<file path="config.mk">
export PLATFORM = sky130hd
export DESIGN_NAME = ws2812b_strip_sequencer
export DESIGN_NICKNAME = d
export VERILOG_FILES = /design/src/rtl/ws2812b_strip_sequencer.sv
export SDC_FILE = /design/constraint.sdc
export NUM_CORES = 1
export LEC_CHECK = 0
export CAP_MARGIN = 20
export CORE_ASPECT_RATIO = 0.8
export CORE_MARGIN = 2
export CORE_UTILIZATION = 45
export CTS_BUF_LIST = sky130_fd_sc_hd__clkbuf_16
export DETAILED_ROUTE_END_ITERATION = 7
export HOLD_SLACK_MARGIN = 0.03
export PLACE_DENSITY = 0.61
export SYNTH_ARGS = -nofsm -noshare
export SYNTH_HDL_FRONTEND = slang
export SYNTH_SLANG_ARGS = --single-unit
export TNS_END_PERCENT = 50
</file>
<file path="constraint.sdc">
create_clock -name clk -period 5.6 [get_ports clk]
set_input_delay 1.12 -clock clk [delete_from_list [all_inputs] [get_ports clk]]
set_output_delay 1.12 -clock clk [all_outputs]
set_load 0.01 [all_outputs]
</file>
<file path="src/rtl/ws2812b_strip_sequencer.sv">
// WS2812B strip sequencer: TinyQV byte-bus peripheral that streams a 4-pixel
// G,R,B pattern across up to 255 LEDs on a single one-wire output, followed
// by the strip latch period.
// Optional feature: define WS2812B_BRIGHTNESS_EN to add the BRIGHT register at
// address 0x2. Each fetched byte is then scaled by (BRIGHT+1)/256.
module ws2812b_strip_sequencer #(
    parameter int T0H_CYC   = 26,
    parameter int T1H_CYC   = 51,
    parameter int BIT_CYC   = 80,
    parameter int LATCH_CYC = 19200
) (
    input  logic       clk,
    input  logic       rst,
    input  logic [3:0] address,
    input  logic       data_write,
    input  logic [7:0] data_in,
    output logic [7:0] data_out,
    output logic       led_out,
    output logic       busy
);

    typedef enum logic [1:0] {
        ST_IDLE  = 2'd0,
        ST_HIGH  = 2'd1,
        ST_LOW   = 2'd2,
        ST_LATCH = 2'd3
    } state_t;

    // Terminal counts; the cycle counter runs 0..N-1 in every timed state.
    localparam logic [14:0] LP_T0H_LAST   = 15'(T0H_CYC - 1);
    localparam logic [14:0] LP_T1H_LAST   = 15'(T1H_CYC - 1);
    localparam logic [14:0] LP_T0L_LAST   = 15'(BIT_CYC - T0H_CYC - 1);
    localparam logic [14:0] LP_T1L_LAST   = 15'(BIT_CYC - T1H_CYC - 1);
    localparam logic [14:0] LP_LATCH_LAST = 15'(LATCH_CYC - 1);

    state_t      r_state;
    logic        r_led_out;
    logic        r_busy;
    logic        r_done;
    logic [7:0]  r_led_count;
    logic [7:0]  r_buf [0:11];
    logic [14:0] r_cyc;
    logic [2:0]  r_bit;      // bit position within the current byte
    logic [1:0]  r_byte;     // byte position (G,R,B) within the current pixel
    logic [7:0]  r_leds;     // LEDs remaining in the frame, including the current one
    logic [1:0]  r_pix;      // pixel pattern index, wraps modulo 4
    logic [7:0]  r_shift;

    logic        w_wr_ctrl;
    logic        w_start;
    logic        w_abort;
    logic [14:0] w_th_last;
    logic [14:0] w_tl_last;
    logic [1:0]  w_fetch_pix;
    logic [1:0]  w_fetch_k;
    logic [3:0]  w_fetch_idx;
    logic [7:0]  w_raw_byte;
    logic [7:0]  w_fetch_byte;
    logic [3:0]  w_rd_idx;

    assign w_wr_ctrl = data_write && (address == 4'h0);
    assign w_abort   = w_wr_ctrl && data_in[1];
    assign w_start   = w_wr_ctrl && data_in[0] && !data_in[1];

    // High and low phase lengths both follow the MSB being transmitted.
    assign w_th_last = r_shift[7] ? LP_T1H_LAST : LP_T0H_LAST;
    assign w_tl_last = r_shift[7] ? LP_T1L_LAST : LP_T0L_LAST;

    assign w_rd_idx = address - 4'h4;

`ifdef WS2812B_BRIGHTNESS_EN
    logic [7:0] r_bright;

    // Scale a colour byte: (b * (br + 1)) >> 8, upper byte of the 16-bit product.
    function automatic logic [7:0] f_scale(input logic [7:0] b, input logic [7:0] br);
        logic [16:0] prod;
        prod = {9'd0, b} * ({9'd0, br} + 17'd1);
        return prod[15:8];
    endfunction

    // BRIGHT register, full scale out of reset
    always_ff @(posedge clk) begin
        if (rst) begin
            r_bright <= 8'hFF;
        end else if (data_write && (address == 4'h2)) begin
            r_bright <= data_in;
        end else begin
            r_bright <= r_bright;
        end
    end

    assign w_fetch_byte = f_scale(w_raw_byte, r_bright);
`else
    assign w_fetch_byte = w_raw_byte;
`endif

    // Locate the buffer byte that is shifted out next (sampled when it is loaded)
    always_comb begin
        w_fetch_pix = r_pix;
        w_fetch_k   = 2'd0;
        if (r_state == ST_IDLE) begin
            w_fetch_pix = 2'd0;
            w_fetch_k   = 2'd0;
        end else if (r_byte == 2'd2) begin
            w_fetch_pix = r_pix + 2'd1;
            w_fetch_k   = 2'd0;
        end else begin
            w_fetch_pix = r_pix;
            w_fetch_k   = r_byte + 2'd1;
        end
        w_fetch_idx = {1'b0, w_fetch_pix, 1'b0} + {2'b00, w_fetch_pix} + {2'b00, w_fetch_k};
        w_raw_byte  = r_buf[w_fetch_idx];
    end

    // Host writes to LED_COUNT and the pixel buffer; both may change mid-frame
    always_ff @(posedge clk) begin
        if (rst) begin
            r_led_count <= 8'h00;
            for (int i = 0; i < 12; i++) begin
                r_buf[i] <= 8'h00;
            end
        end else if (data_write) begin
            if (address == 4'h1) begin
                r_led_count <= data_in;
            end else if (address >= 4'h4) begin
                r_buf[w_rd_idx] <= data_in;
            end else begin
                r_led_count <= r_led_count;
            end
        end else begin
            r_led_count <= r_led_count;
        end
    end

    // Frame sequencer: bit timing, byte fetch, LED count and latch
    always_ff @(posedge clk) begin
        if (rst) begin
            r_state   <= ST_IDLE;
            r_led_out <= 1'b0;
            r_busy    <= 1'b0;
            r_done    <= 1'b0;
            r_cyc     <= 15'd0;
            r_bit     <= 3'd0;
            r_byte    <= 2'd0;
            r_leds    <= 8'd0;
            r_pix     <= 2'd0;
            r_shift   <= 8'h00;
        end else if (w_abort && r_busy) begin
            // Abort always ends in a complete latch period so the strip resyncs.
            r_state   <= ST_LATCH;
            r_led_out <= 1'b0;
            r_cyc     <= 15'd0;
        end else begin
            case (r_state)
                ST_IDLE: begin
                    if (w_start) begin
                        r_leds <= r_led_count;
                        r_done <= 1'b0;
                        r_busy <= 1'b1;
                        r_cyc  <= 15'd0;
                        r_bit  <= 3'd0;
                        r_byte <= 2'd0;
                        r_pix  <= 2'd0;
                        if (r_led_count == 8'd0) begin
                            r_state   <= ST_LATCH;
                            r_led_out <= 1'b0;
                        end else begin
                            r_state   <= ST_HIGH;
                            r_led_out <= 1'b1;
                            r_shift   <= w_fetch_byte;
                        end
                    end
                end
                ST_HIGH: begin
                    if (r_cyc == w_th_last) begin
                        r_state   <= ST_LOW;
                        r_led_out <= 1'b0;
                        r_cyc     <= 15'd0;
                    end else begin
                        r_cyc <= r_cyc + 15'd1;
                    end
                end
                ST_LOW: begin
                    if (r_cyc == w_tl_last) begin
                        r_cyc <= 15'd0;
                        if (r_bit != 3'd7) begin
                            r_bit     <= r_bit + 3'd1;
                            r_shift   <= {r_shift[6:0], 1'b0};
                            r_state   <= ST_HIGH;
                            r_led_out <= 1'b1;
                        end else if (r_byte != 2'd2) begin
                            r_bit     <= 3'd0;
                            r_byte    <= r_byte + 2'd1;
                            r_shift   <= w_fetch_byte;
                            r_state   <= ST_HIGH;
                            r_led_out <= 1'b1;
                        end else if (r_leds == 8'd1) begin
                            r_bit     <= 3'd0;
                            r_state   <= ST_LATCH;
                            r_led_out <= 1'b0;
                        end else begin
                            r_bit     <= 3'd0;
                            r_byte    <= 2'd0;
                            r_pix     <= r_pix + 2'd1;
                            r_leds    <= r_leds - 8'd1;
                            r_shift   <= w_fetch_byte;
                            r_state   <= ST_HIGH;
                            r_led_out <= 1'b1;
                        end
                    end else begin
                        r_cyc <= r_cyc + 15'd1;
                    end
                end
                ST_LATCH: begin
                    if (r_cyc == LP_LATCH_LAST) begin
                        r_state <= ST_IDLE;
                        r_busy  <= 1'b0;
                        r_done  <= 1'b1;
                        r_cyc   <= 15'd0;
                    end else begin
                        r_cyc <= r_cyc + 15'd1;
                    end
                end
                default: begin
                    r_state   <= ST_IDLE;
                    r_led_out <= 1'b0;
                    r_busy    <= 1'b0;
                    r_cyc     <= 15'd0;
                end
            endcase
        end
    end

    // Combinational register read mux
    always_comb begin
        data_out = 8'h00;
        case (address)
            4'h0: data_out = {6'b000000, r_done, r_busy};
            4'h1: data_out = r_led_count;
`ifdef WS2812B_BRIGHTNESS_EN
            4'h2: data_out = r_bright;
`else
            4'h2: data_out = 8'h00;
`endif
            4'h3: data_out = 8'h00;
            default: data_out = r_buf[w_rd_idx];
        endcase
    end

    assign led_out = r_led_out;
    assign busy    = r_busy;

endmodule

</file>
## Word-level counts from Yosys, hierarchy flattened

Memories as Yosys holds them, arrays and structs flattened.
Cells that the tools add are included.

- Add/subtract/negate cells: 8
- $lt $le $gt $ge: 1
- Equal/unequal tests: 27
- Muxes and demuxes: 74
- Bitwise operators: 1
- Reductions and logical operators: 23

Operators with widths:

| kind | number |
|---|---|
| two-way mux 8 bit | 12 |
| two-way mux 15 bit | 4 |
| one-hot mux 15 bit (4 select lines) | 1 |
| two-way mux 2 bit | 22 |
| one-hot mux 8 bit (2 select lines) | 2 |
| equality test 15 x 6 -> 1 bit | 2 |
| one-hot mux 8 bit (3 select lines) | 1 |
| two-way mux 1 bit | 19 |
| inequality test 2 bit, second input constant | 9 |
| AND reduction 4 bit | 4 |
| adder 15 x 1 -> 15 bit, second input constant | 1 |
| equality test 15 bit, second input constant | 1 |
| inequality test 3 bit, second input constant | 5 |
| two-way mux 6 bit | 2 |
| AND reduction 6 bit | 2 |
| two-way mux 3 bit | 3 |
| equality test 4 x 2 -> 1 bit, second input constant | 2 |
| equality test 8 x 1 -> 1 bit, second input constant | 1 |
| logical NOT 8 bit | 1 |
| one-hot mux 2 bit (2 select lines) | 2 |
| one-hot mux 2 bit (4 select lines) | 1 |
| OR reduction 8 bit | 1 |
| subtractor 8 x 1 -> 8 bit, second input constant | 1 |
| AND reduction 7 bit | 1 |
| 24 further kinds | 34 |

- Register bits after elaboration: 51
- RAM bits: 96
- Input port bits: 15
- Output and inout port bits: 10
- Logic and storage cells: 146
- Memories kept: 1

Memories:

| name | words | bits a word | read ports | clocked after Yosys merged registers in | write ports | line | source |
|---|---|---|---|---|---|---|---|
| r_buf | 12 | 8 | 2 | 0 | 12 | 41 | `logic [7:0] r_buf [0:11];` |

## Logic depth before layout (Yosys ltp)

Gate-level depths: netlist of the first run.
An unclocked memory read counts as a cell.

- Depth in word-level cells: 11
- Depth in mapped cells: 16
- Gate-level depth less buffers: 13

## Least setup slack after synthesis of the first run

Ideal clock, no wire load.

- Kind: input to output
- Start point: input address[0]
- End point: output data_out[1]
- Arrival time: 3.143 ns
- Data required time: 4.480 ns
- Slack: 1.337 ns
- Stages on the path: 7
- Path buffers: 3
- Path through: clkbuf_1 buf_1 buf_1 mux4_2 mux4_2 inv_1 o22ai_1

- Word-level cells in the longest chain between the ends: 3
- Elaborated cells between the ends (all ways): 8
- Those cells by class: add/sub (1); eq/ne (3); mux (1); reduce/logical (2); memory (1)

RTL lines:

| item | line | source |
|---|---|---|
| start, declared | 14 | `input logic [3:0] address,` |
| subtractor 4 x 3 -> 4 bit / equality test 4 x 2 -> 1 bit (equally long branches) | 69, 237 |  |
| memory (12 x 8 bit) / OR reduction 2 bit (equally long branches) | n/a |  |
| one-hot mux 8 bit (3 select lines) (*) | 237 | `case (address)` |
| end, declared | 17 | `output logic [7:0] data_out,` |

Mark *: on every way between the ends. The rest lies on a longest branch, timed or not.

## Worst setup path after layout of the first run

- Start point: input address[0]
- End point: output data_out[7]

The elaborated chain is that of the path after synthesis.

==> impl_metrics.yaml, run 1 <==
run_status:
  status: "completed"
grt:
  grt_pass1_wl_microns: 40100
  grt.total_usage: 0.243
  grt_max_degree: 43
  grt_pass1_vias: 6487
  grt_antenna_before_repair: 0
  grt.overflow.total: 0
place:
  io_buffers: 24
  post-place-cells: 1037
  routabilityCongestion: 0.897
  dp_hpwl_microns: 18900
route:
  avgViaCountPerCell: 6.35
  wl_per_cell_microns: 24.8
  drtIter0Drc: 709
  ant_nets: 0
  vias: 6829
  route.detailed.drc: 0
  dr.pass1.iters: 5
  wl_microns: 26700
setup_path:
  worst_setup_path_end_kind: "output port"
  critPathArrivalTime_ps: 3690
  reg2reg_from: "r_state[0]"
  path_max_fanout: 42
  cp_cell_sequence: "buf_2, mux4_2, mux4_2, inv_1, o22ai_1, clkdlybuf4s50_1"
  setup.worst_path.start_class: "primary input"
  cp_common_cell: "mux4_2"
  crit_slowest_cell: "buf_2"
  worstPathRequired_ps: 4480
  r2r_cells: 10
  path_class: "primary input to output port"
  rrSetupSlack_ps: 1370
  r2r-end: "r_shift[2]"
  endpoint: "data_out[7]"
  cpPeakStageDelay_ps: 760
  crit_start: "address[0]"
timing:
  skew_ps: 11.6
  final.period_utilization: 0.859
  tightestPinTransition_ps: 1070
  min_period_ps: 4810
  report.final.slew_viol_count: 0
  rsz0062_at_grt: "false"
  relSlewSlack: 0.281
  hold_violations: 0
  setup_viol: 0
  fin_tns_setup_ps: 0
  fmax_mhz: 208
power:
  p_leak_nw: 3.57
  pwr_density_cell_nw_per_um2: 340
  peakVddDrop_uv: 190
layout:
  num_antenna_cells: 0
  fillers: 1766
  layout.nets: 826
  drive_above_1_share: 0.173
  fin_cells: 1076
  syn_to_final_growth_pct: 11.4
clock_network:
  cts_buffers: 17
  cts.clk_slew.worst_paths_ps: 70
  clk_path_buf_depth: 2
  cts_resized: 0
  clock-sinks: 179
  cts_tree: "done"
  cts_max_level: 4
  holdBufCountCts: 0
  root_buffer: "clkbuf_16"
  post_cts.repair.setup_buffers: 0
  clock_latency_ps: 440
flow_run:
  cap_violations: 0
hold_path:
  hold_path.class: "flip-flop to flip-flop"
synthesis:
  syn_area_sq_um: 9570
  synth_cells: 785
  syn-num-nets: 817
  seq_area_frac_synth: 0.508
  ys_warn_count: 0
  synthArstFlopShare: 0
  synth.distinct_cells: 60
  synth-edff-count: 128
  syn_area_per_cell_sq_um: 12.2
  synth_seq_cells: 179
  synth_ff_type: "edfxtp_1"
die:
  num_rows: 47
  core_sq_um: 20800
  dieArea_sq_um: 22500
  io_pins: 25
  die_w_microns: 167
  initial_core_util: 0.461
  die_height_microns: 134
-- how the worst min path moves through the flow --
stage	start	to	slack (ps)	cells after the start
floorplan	r_bit[1]	r_bit[1]	440	2
finish	r_bit[1]	r_bit[1]	470	2
detailed placement	r_bit[1]	r_bit[1]	460	2
global route	r_bit[1]	r_bit[1]	490	2
global placement	r_bit[1]	r_bit[1]	440	2
CTS	r_bit[1]	r_bit[1]	470	2
-- sequential cells by signal (all words and copies together), names as in the netlist --
name	count
r_state	2
busy	1
r_bit	3
r_led_count	8
r_leds	8
r_byte	2
r_cyc	15
led_out	1
r_buf	128
r_done	1
r_pix	2
r_shift	8
-- where the power goes --
part / switching (mW) / total [mW] / internal, mW
combinational: 0.522 / 0.906 / 0.384
sequential: 0.0550 / 1.53 / 1.48
clock: 0.558 / 1.19 / 0.627
total: 1.14 / 3.63 / 2.49
-- final cells by class --
class | count | area, sq um | area share
clock buffer | 17 | 425 | 0.0399
clock inverter | 15 | 144 | 0.0135
inverter | 24 | 90.1 | 0.00845
multi-input combinational | 528 | 4420 | 0.415
sequential | 179 | 4860 | 0.456
tap | 269 | 337 | 0.0316
timing repair buffer | 44 | 375 | 0.0352
-- per-stage QoR --
step / power [mW] / util / worst slack [ps] / instance area (sq um) / hold WS, ps
after CTS: 3.63 / 0.512 / 766 / 10600 / 471
after floorplan: 2.18 / - / 1340 / 9570 / 436
after global routing: 3.76 / 0.513 / 693 / 10700 / 488
after detailed placement: 2.45 / 0.484 / 763 / 10100 / 461
final: 3.63 / 0.513 / 787 / 10700 / 474
after global placement: 2.44 / 0.484 / 812 / 10000 / 445
-- routing by layer --
metal  part of all wire  GRT usage
met5                  0          0
met3              0.090     0.0735
met1               0.44      0.350
met2               0.44      0.355
met4              0.026     0.0781
-- critical path, delay by kind of cell --
family	cells	cell delay, ps
AO/OA/AOI/OAI	1	80
buffers and inverters	3	1360
multiplexers	2	1100
-- cells in the mapped netlist (5+ instances only) --
cell type,n,area [sq um]
clkbuf_1,43,161
dfxtp_1,51,1020
buf_1,9,33.8
edfxtp_1,128,3840
or2_2,5,31.3
a21oi_1,33,165
mux4_2,72,1620
and3_1,6,37.5
ha_1,15,188
nor4_1,6,37.5
o21ai_0,30,150
a31oi_1,8,50.1
o22ai_1,8,50.1
inv_1,24,90.1
nand2_1,65,244
a22o_1,21,184
nor2b_1,5,31.3
nand3_1,21,105
nor3_1,10,50.1
nor2_1,47,176
nand2b_1,9,56.3
and2_1,98,613
or4_1,6,45.0
a311oi_1,10,87.6
-- logic make-up (layout without fill, tap and decap cells) --
group / Yosys count / count (layout) / synth area share
AOI/OAI and AO/OA: 134 / 134 / 0.0940
xor gates and xnor gates: 7 / 7 / 0.00641
adders and majority gates: 17 / 17 / 0.0238
buffers and inverters: 78 / 100 / 0.0311
DFF: 179 / 179 / 0.508
muxes: 76 / 76 / 0.174
and+or+nand+nor: 294 / 294 / 0.162
-- cell usage in the layout (no fill, tap or decap), drive strengths merged, types with 9 or more instances in the layout --
cell type      count
dfxtp             51
mux4              72
buf               18
a311oi            10
a22o              21
ha                15
edfxtp           128
inv               34
nor2              47
clkbuf            21
and2              98
a21oi             33
clkdlybuf4s50     22
o21ai             34
nand2             66
nand3             21
nor3              10
nand2b             9
Power figures use the tool's default switching activity.
==> run 2, diff against run 1 <==
--- a/config.mk
+++ b/config.mk
@@ -13,6 +13,7 @@
 export DETAILED_ROUTE_END_ITERATION = 7
 export HOLD_SLACK_MARGIN = 0.03
 export PLACE_DENSITY = 0.61
+export SKIP_LAST_GASP = 1
 export SYNTH_ARGS = -nofsm -noshare
 export SYNTH_HDL_FRONTEND = slang
 export SYNTH_SLANG_ARGS = --single-unit
==> constraint.sdc (replaced) <==
create_clock -name clk -period 6.09 [get_ports clk]
set_input_delay 1.218 -clock clk [delete_from_list [all_inputs] [get_ports clk]]
set_output_delay 1.218 -clock clk [all_outputs]
set_load 0.01 [all_outputs]
==> impl_metrics.yaml, run 2 (synthesis results as in run 1) <==
place:
  io_buffers: 24
  dp_hpwl_microns: 19100
  post-place-cells: 1036
  routabilityCongestion: 0.952
setup_path:
  cp_common_cell: "mux4_2"
  worstPathRequired_ps: 4870
  crit_slowest_cell: "buf_2"
  path_class: "primary input to output port"
  rrSetupSlack_ps: 1690
  cp_cell_sequence: "buf_2, mux4_2, mux4_2, inv_1, o22ai_1, clkdlybuf4s50_1"
  worst_setup_path_end_kind: "output port"
  critPathArrivalTime_ps: 3830
  setup.worst_path.start_class: "primary input"
  cpPeakStageDelay_ps: 730
  path_max_fanout: 42
clock_network:
  cts_resized: 0
  cts_max_level: 4
  clock_latency_ps: 440
  clock-sinks: 179
  post_cts.repair.setup_buffers: 0
  root_buffer: "clkbuf_16"
  cts_buffers: 17
  holdBufCountCts: 0
  cts.clk_slew.worst_paths_ps: 70
  cts_tree: "done"
  clk_path_buf_depth: 2
grt:
  grt_pass1_wl_microns: 40100
  grt_antenna_before_repair: 0
  grt.overflow.total: 0
  grt.total_usage: 0.241
  grt_pass1_vias: 6462
  grt_max_degree: 43
route:
  avgViaCountPerCell: 6.46
  dr.pass1.iters: 5
  drtIter0Drc: 916
  ant_nets: 0
  route.detailed.drc: 0
  vias: 6938
  wl_per_cell_microns: 24.7
  wl_microns: 26500
layout:
  layout.nets: 824
  largest_register_ff_count: 128
  seqCellArea_sq_um: 4860
  final_core_util: 0.513
  regMostFlops: "r_buf"
  top_regs: "r_buf (128), r_cyc (15)"
  fin_cells: 1074
  multi_input_area_sq_um: 4420
  layout_commonest_cell: "edfxtp_1"
  fillers: 1795
  syn_to_final_growth_pct: 11.3
  drive_above_1_share: 0.169
  mostFrequentLayoutCells: "edfxtp_1 (128), and2_1 (98), mux4_2 (72)"
  num_antenna_cells: 0
die:
  dieArea_sq_um: 22500
  num_rows: 47
  die_w_microns: 167
  io_pins: 25
  die_height_microns: 134
  core_sq_um: 20800
  initial_core_util: 0.461
timing:
  skew_ps: 13.2
  report.final.slew_viol_count: 0
  rsz0062_at_grt: "false"
  fin_tns_setup_ps: 0
  setup_viol: 0
  fmax_mhz: 198
  hold_violations: 0
  relSlewSlack: 0.253
  whs_ps: 481
  final.period_utilization: 0.829
  tightestPinTransition_ps: 1110
  min_period_ps: 5050
power:
  pwr_density_cell_nw_per_um2: 315
  p_leak_nw: 3.55
  peakVddDrop_uv: 155
flow_run:
  cap_violations: 0
run_status:
  status: "completed"
hold_path:
  hold_path.class: "flip-flop to flip-flop"
==> run 2: changes by cell type in the layout (fill, tap and decap cells not counted), moves of 2 or more <==
cell,previous run,this run
inv_4,3,0
clkbuf_4,0,2
inv_8,3,1
clkbuf_2,4,2
buf_4,12,10
inv_1,24,26
==> run 2: routing by layer <==
layer	global-route usage	vias to the layer above	wire [microns]
li1	-	2988	-
met4	0.0699	0	524
met1	0.354	3491	11500
met2	0.359	422	11800
met5	0	-	0
met3	0.0567	37	2710
==> run 2: stage by stage <==
| stage | instance area [sq um] | total power, mW | setup slack [ps] |
|---|---|---|---|
| after floorplan | 9570 | 2.00 | 1630 |
| after global placement | 10000 | 2.24 | 1140 |
| after detailed placement | 10000 | 2.26 | 1040 |
| after CTS | 10600 | 3.35 | 1050 |
| after global routing | 10700 | 3.48 | 953 |
| final | 10700 | 3.36 | 1040 |
==> run 2: critical path: cells and delay by family <==
kind | cells | cell delay, ps
buffers and inverters | 3 | 1340
AO/OA/AOI/OAI | 1 | 80
multiplexers | 2 | 1160
==> run 2: final cells by class <==
class                   count  share of cell area
clock buffers              17              0.0399
clock inverters            15              0.0147
inverters                  24             0.00846
multi-input cells         528               0.415
flip-flops and latches    179               0.457
well taps                 269              0.0316
repair buffers             42              0.0335
==> run 2: worst paths after layout <==
kind            endpoint  depth (start not counted)       start
max          data_out[7]                          6  address[0]
min             r_bit[0]                          2    r_bit[0]
max reg2reg   r_shift[5]                         10  r_state[0]
min reg2reg     r_bit[0]                          2    r_bit[0]
==> run 2: power breakdown <==
part | internal, mW | switching [mW] | total [mW]
logic | 0.353 | 0.481 | 0.834
clock network | 0.609 | 0.498 | 1.11
registers | 1.36 | 0.0565 | 1.42
total | 2.32 | 1.04 | 3.36
